===== src/rtl/wb_arbiter.sv =====
// wb_arbiter: round-robin writeback arbiter feeding a single registered commit entry
module wb_arbiter #(
    parameter int NUM_UNITS  = 4,
    parameter int ID_WIDTH   = 3,
    parameter int DATA_WIDTH = 32
) (
    input  logic                                  clk,
    input  logic                                  rst,
    input  logic [NUM_UNITS-1:0]                  unit_done,
    input  logic [NUM_UNITS-1:0][ID_WIDTH-1:0]    unit_id,
    input  logic [NUM_UNITS-1:0][DATA_WIDTH-1:0]  unit_rd,
    output logic [NUM_UNITS-1:0]                  unit_ack,
    output logic                                  wb_valid,
    output logic [ID_WIDTH-1:0]                   wb_id,
    output logic [DATA_WIDTH-1:0]                 wb_data,
    input  logic                                  commit_ready,
    output logic [31:0]                           commit_count
);
    localparam int PW = $clog2(NUM_UNITS);

    logic [PW-1:0]         r_rr_ptr;
    logic                  r_wb_valid;
    logic [ID_WIDTH-1:0]   r_wb_id;
    logic [DATA_WIDTH-1:0] r_wb_data;
    logic [31:0]           r_commit_count;
    logic                  w_load_en;
    logic                  w_found;
    logic [PW-1:0]         w_sel;
    logic [PW-1:0]         w_k;

    assign w_load_en    = ~r_wb_valid | commit_ready;
    assign unit_ack     = (w_found && w_load_en && !rst) ? (NUM_UNITS'(1) << w_sel) : '0;
    assign wb_valid     = r_wb_valid;
    assign wb_id        = r_wb_id;
    assign wb_data      = r_wb_data;
    assign commit_count = r_commit_count;

    // scan from rr_ptr downward in priority so the closest requester after rr_ptr wins
    always_comb begin
        w_found = 1'b0;
        w_sel   = '0;
        w_k     = '0;
        for (int i = NUM_UNITS - 1; i >= 0; i--) begin
            w_k = PW'((32'(r_rr_ptr) + 32'(i)) % NUM_UNITS);
            if (unit_done[w_k]) begin
                w_found = 1'b1;
                w_sel   = w_k;
            end
        end
    end

    // output entry, round-robin pointer and commit counter
    always_ff @(posedge clk) begin
        if (rst) begin
            r_rr_ptr       <= '0;
            r_wb_valid     <= 1'b0;
            r_wb_id        <= '0;
            r_wb_data      <= '0;
            r_commit_count <= '0;
        end else begin
            if (r_wb_valid && commit_ready) r_commit_count <= r_commit_count + 32'd1;
            if (w_load_en) begin
                r_wb_valid <= w_found;
                if (w_found) begin
                    r_wb_id   <= unit_id[w_sel];
                    r_wb_data <= unit_rd[w_sel];
                    r_rr_ptr  <= (w_sel == PW'(NUM_UNITS - 1)) ? '0 : w_sel + 1'b1;
                end
            end
        end
    end
endmodule

===== config.mk =====
export PLATFORM = sky130hd
export DESIGN_NAME = wb_arbiter
export DESIGN_NICKNAME = d
export VERILOG_FILES = /design/src/rtl/wb_arbiter.sv
export SDC_FILE = /design/constraint.sdc
export NUM_CORES = 1
export LEC_CHECK = 0
export CAP_MARGIN = 25
export CORE_ASPECT_RATIO = 2
export CORE_MARGIN = 2
export CORE_UTILIZATION = 39
export CTS_CLUSTER_SIZE = 24
export DETAILED_ROUTE_END_ITERATION = 6
export PLACE_DENSITY = 0.93
export SETUP_SLACK_MARGIN = 0.05
export SLEW_MARGIN = 20
export SYNTH_ARGS = -nofsm -noshare
export SYNTH_HDL_FRONTEND = slang
export SYNTH_SLANG_ARGS = --single-unit

===== constraint.sdc =====
create_clock -name clk -period 3.44 [get_ports clk]
set_input_delay 1.032 -clock clk [delete_from_list [all_inputs] [get_ports clk]]
set_output_delay 1.032 -clock clk [all_outputs]
set_load 0.02 [all_outputs]

# --- After elaboration in Yosys (flattened, before gate mapping) ---
# Index checks and enable logic that the tools add are counted.
op_classes:
  reduce_logical: 5
  bitwise: 2
  magnitude_cmp: 5
  eq_ne: 1
  muxes: 22
  shift: 1
  n_addsub: 5
op_table:
  columns: ["op", "n"]
  rows:
  - ["32-bit binary-select mux with 2-bit select", 1]
  - ["32-bit by 1-bit adder with 32-bit output (second input constant)", 1]
  - ["32-bit 2-to-1 mux", 1]
  - ["2-bit by 3-bit < comparator with 1-bit output (second input constant)", 5]
  - ["2-bit 2-to-1 mux", 5]
  - ["1-bit binary-select mux with 2-bit select", 4]
  - ["1-bit 2-to-1 mux", 8]
  - ["3-bit binary-select mux with 2-bit select", 1]
  - ["2-bit by 1-bit adder with 2-bit output (second input constant)", 2]
  - ["2-bit adder (second input constant)", 2]
  - ["4-bit 2-to-1 mux", 1]
  - ["1-bit by 2-bit left shift with 4-bit output (first input constant)", 1]
  - ["1-bit logical AND", 3]
  - ["3-bit 2-to-1 mux", 1]
  - ["2-bit equality test (second input constant)", 1]
  - ["2-bit AND reduction", 1]
  - ["1-bit logical NOT", 1]
  - ["1-bit inverter", 1]
  - ["1-bit OR", 1]
totals:
  elab_cells: 46
  regBits: 70

# --- Logic depth before layout (Yosys ltp) ---
depth:
  ltp_word: 10
  depth_mapped: 7

# --- Least setup slack after synthesis ---
# No wires, ideal clock.
synth_timing:
  kind: "in2out"
  start: "input port unit_done[1]"
  end: "output port unit_ack[1]"
  required_ns: 2.408
  path_slack_ns: 0.210
  path_buffers: 2
  arrival_time_ns: 2.198
  stages: 7
  path_cell_list: "nand2b_1 a21boi_1 o221ai_2 nand2b_1 buf_4 buf_6 nor2_1"
synth_via:
  elab_chain_len: 9
synth_lines:
  columns: ["element", "line_no", "source"]
  rows:
  - ["start: declaration", "9", "input logic [NUM_UNITS-1:0] unit_done,"]
  - ["1-bit binary-select mux with 2-bit select", "45", "if (unit_done[w_k]) begin"]
  - ["1-bit 2-to-1 mux (implied by the code)", "45", null]
  - ["1-bit 2-to-1 mux (4 in series)", "45", null]
  - ["1-bit logical AND (2 in series)", "32", "assign unit_ack = (w_found && w_load_en && !rst) ? (NUM_UNITS'(1) << w_sel) : '0;"]
  - ["4-bit 2-to-1 mux *", "32", null]
  - ["end: declaration", "12", "output logic [NUM_UNITS-1:0] unit_ack,"]
# Mark *: on every way between the ends. The rest lies on a longest branch, timed or not. The select of a mux whose other input is x is not followed.

# --- Worst setup path in the final report ---
layout_timing:
  start: "input port unit_done[1]"
  end: "output port unit_ack[2]"
# Same word-level chain as after synthesis.

==> run metrics <==
CTS tree=built; arrival time of the worst setup path=2330 ps; Post-Synth Simple-Gate Area=20.63%; post-synthesis cell area=3924 sq um; type of element launching the critical path=input port; global-route wire length before repair=20570 microns; remaining routing DRC violations=0; portion of netlist area occupied by mux cells=18.11%; main combinational cell family by area after synthesis=simple AND/OR/NAND/NOR gates; routability congestion estimate=0.8255; Layout Skew=6.899 ps; remaining max-slew budget at the tightest pin=44.22%; number of global-route vias before repair=4290; post-detailed-placement half-perimeter wirelength=10640 microns; PD cells=432.6 nW/um^2; Post-Syn Nets=549; I/O pin count=219; register clock-pin slew on the reported worst setup and hold paths=50 ps; cells taking the most area after synthesis=sky130_fd_sc_hd__dfxtp_1 (36%), sky130_fd_sc_hd__mux2i_1 (18%), sky130_fd_sc_hd__o221ai_2 (6.1%); clock sink count=70; share of flip-flops with an asynchronous set or reset after synthesis=0%; area of the core=9763 sq um; total power=2.852 mW; startpoint of the most critical register-to-register path=r_rr_ptr[0]; number of instances on the worst hold path=2; maximum frequency from static timing analysis=297.5 MHz; synth cell count leaders=sky130_fd_sc_hd__mux2i_1 (71), sky130_fd_sc_hd__dfxtp_1 (70), sky130_fd_sc_hd__nand2_1 (46); drt pass-1 iters=4; number of nets in the final layout=771; count of buffers inserted at the top-level ports=218; number of cells on the worst reg-to-reg path=7; worst-case register-to-register setup slack=1160 ps; Leakage=2.426 nW; # rows=51; most common cell in the netlist=sky130_fd_sc_hd__mux2i_1; master cell of the clock root buffer=sky130_fd_sc_hd__clkbuf_16; number of slew-limit violations in the final report=0; # diodes=0; synth warn=0; antenna violations before repair=0; latest clock arrival within the worst-skew pair=330 ps; die area=10930 sq um; total routing usage reported by global routing=24.49%; post-route antenna net violation count=0; sum of overflow across all layers after global routing=0; proportion of synthesized chip area in sequential cells=35.71%; adder-cell share of the synthesized area=0.6378%; leading register cell type out of synthesis=sky130_fd_sc_hd__dfxtp_1; source of the worst hold timing path=wb_data[15]; post-synthesis compound-gate area fraction=13.17%; detailed-route wire length per cell=17.93 microns; final worst-path cycle share=97.71%; vias per cell=5.307; gate count after technology mapping=400; post-synth top area cell=sky130_fd_sc_hd__dfxtp_1; maximum fanout count along the critical path=3; maximum level of the CTS H-tree=3; source of the critical timing path=unit_done[1]; FILL cells=769; number of max-cap violations=0; Post-synth EDFFs=0; end point of the worst hold path=wb_data[15]; die height=145.9 microns; critical path endpoint category=output port; mean post-synth cell area=9.809 sq um; count of routing violations after the opening detailed-route iteration=84; Sequential Area=1401 sq um; x dimension of the die=74.93 microns; number of library cell types mapped by synthesis=40; synthesis-stage register bit count=70; WP data required=2410 ps; endpoint of the worst register-to-register path=wb_id[2]; non-filler cells in the finished layout=759; worst min path class=reg -> reg; type of the worst setup path=in -> out; maximum root-to-sink buffer count=2; highest ir drop seen on vdd=0.2448 mV; fraction of final layout cells sized beyond drive strength 1=13.72%; Multi-input gate area=2335 sq um; maximum number of pins on one net before global-route repair=52; setup repair after global routing missed its margin=true; portion of synthesized cell area occupied by the leading cell type=35.71%; routed via count=4028; Slew @ Worst Pin=836.6 ps; Post-Synth XOR/XNOR Area=6.027%; status=finished clean; min Tclk post-route=3361 ps; growth of design area from synthesis to finish=68.05%; number of failing setup endpoints in the final timing report=0; cts bufs inserted=9; total wirelength of the detailed-routed design=13610 microns; total count of hold-check failures in the final report=0; placed cell count=742; effective utilization at floorplan=40.19%
-- final cells by class --
type,count,area share (%)
clock inverter,7,1.822
inverter,11,0.6262
multi-input combinational,295,35.41
tap,132,2.505
sequential,70,21.25
timing repair buffer,235,34.97
clock buffer,9,3.416
-- power breakdown --
group / internal [mW] / switching, mW / total (mW)
logic: 0.464 / 0.389 / 0.852
registers: 0.890 / 0.0449 / 0.935
clock network: 0.711 / 0.354 / 1.07
-- placed cells by master, fill, tap and decap left out, types with 8 or more instances in the layout --
cell / synthesis / routed
sky130_fd_sc_hd__a21oi_1: 8 / 8
sky130_fd_sc_hd__xnor2_1: 21 / 21
sky130_fd_sc_hd__o221ai_1: 20 / 20
sky130_fd_sc_hd__dfxtp_1: 70 / 70
sky130_fd_sc_hd__clkdlybuf4s50_1: 0 / 210
sky130_fd_sc_hd__nand2_1: 46 / 46
sky130_fd_sc_hd__nor4_2: 8 / 9
sky130_fd_sc_hd__nand3_1: 13 / 13
sky130_fd_sc_hd__inv_1: 11 / 11
sky130_fd_sc_hd__mux2i_1: 71 / 71
sky130_fd_sc_hd__clkbuf_16: 0 / 9
sky130_fd_sc_hd__nor2_1: 36 / 34
sky130_fd_sc_hd__buf_4: 5 / 20
sky130_fd_sc_hd__o221ai_2: 16 / 16
-- routing by layer --
layer | part of all wire, % | global-route usage [%]
met1 | 32 | 22.50
met2 | 57 | 46.58
met3 | 7.5 | 6.440
met4 | 3.4 | 11.25
met5 | 0 | 0
-- cell families (layout without fill, tap and decap cells) --
family	after synthesis	after routing
and+or+nand+nor	142	142
adders and majority gates	2	2
buffers and inverters	35	262
xor gates and xnor gates	27	27
muxes	71	71
AOI/OAI and AO/OA	53	53
DFF	70	70
-- worst max-delay path, stage by stage --
cell and delay [ps]:
sky130_fd_sc_hd__clkdlybuf4s15_1 220, sky130_fd_sc_hd__nand2b_4 140, sky130_fd_sc_hd__a21oi_1 50, sky130_fd_sc_hd__o32a_4 400, sky130_fd_sc_hd__ha_1 180, sky130_fd_sc_hd__and2_1 150
sky130_fd_sc_hd__buf_4 160
-- registers in the layout, indices dropped and copies added (netlist names) --
register      flops
wb_valid          1
commit_count     32
wb_id             3
r_rr_ptr          2
wb_data          32
-- stage by stage --
step / setup WS [ps] / hold WS [ps] / util, % / cell area [sq um] / TNS (ps)
after global routing: 26.87 / 487.4 / 67.54 / 6594 / 0
final: 78.72 / 464.1 / 67.54 / 6594 / 0
after CTS: 63.63 / 467.6 / 67.31 / 6571 / 0
after global placement: -510.7 / 444.9 / 63.76 / 6225 / -2026
after detailed placement: -567.0 / 451.2 / 63.76 / 6225 / -2230
after floorplan: 209.7 / 483.6 / - / 3924 / 0
-- how the worst max path moves through the flow --
stage                              to  slack, ps  cells after the start
after global placement    unit_ack[1]       -510                      7
final                     unit_ack[2]         80                      7
after detailed placement  unit_ack[1]       -570                      7
after CTS                 unit_ack[2]         60                      6
after global routing      unit_ack[1]         30                      7
after floorplan           unit_ack[1]        210                      7
-- repair_timing --
action                     in CTS  in global routing
setup buffers                   0                  1
resized for setup              26                  8
setup endpoints to repair       4                  4
pin swaps                       2                  1
hold buffers                    0                  0
Power figures use the tool's default switching activity.
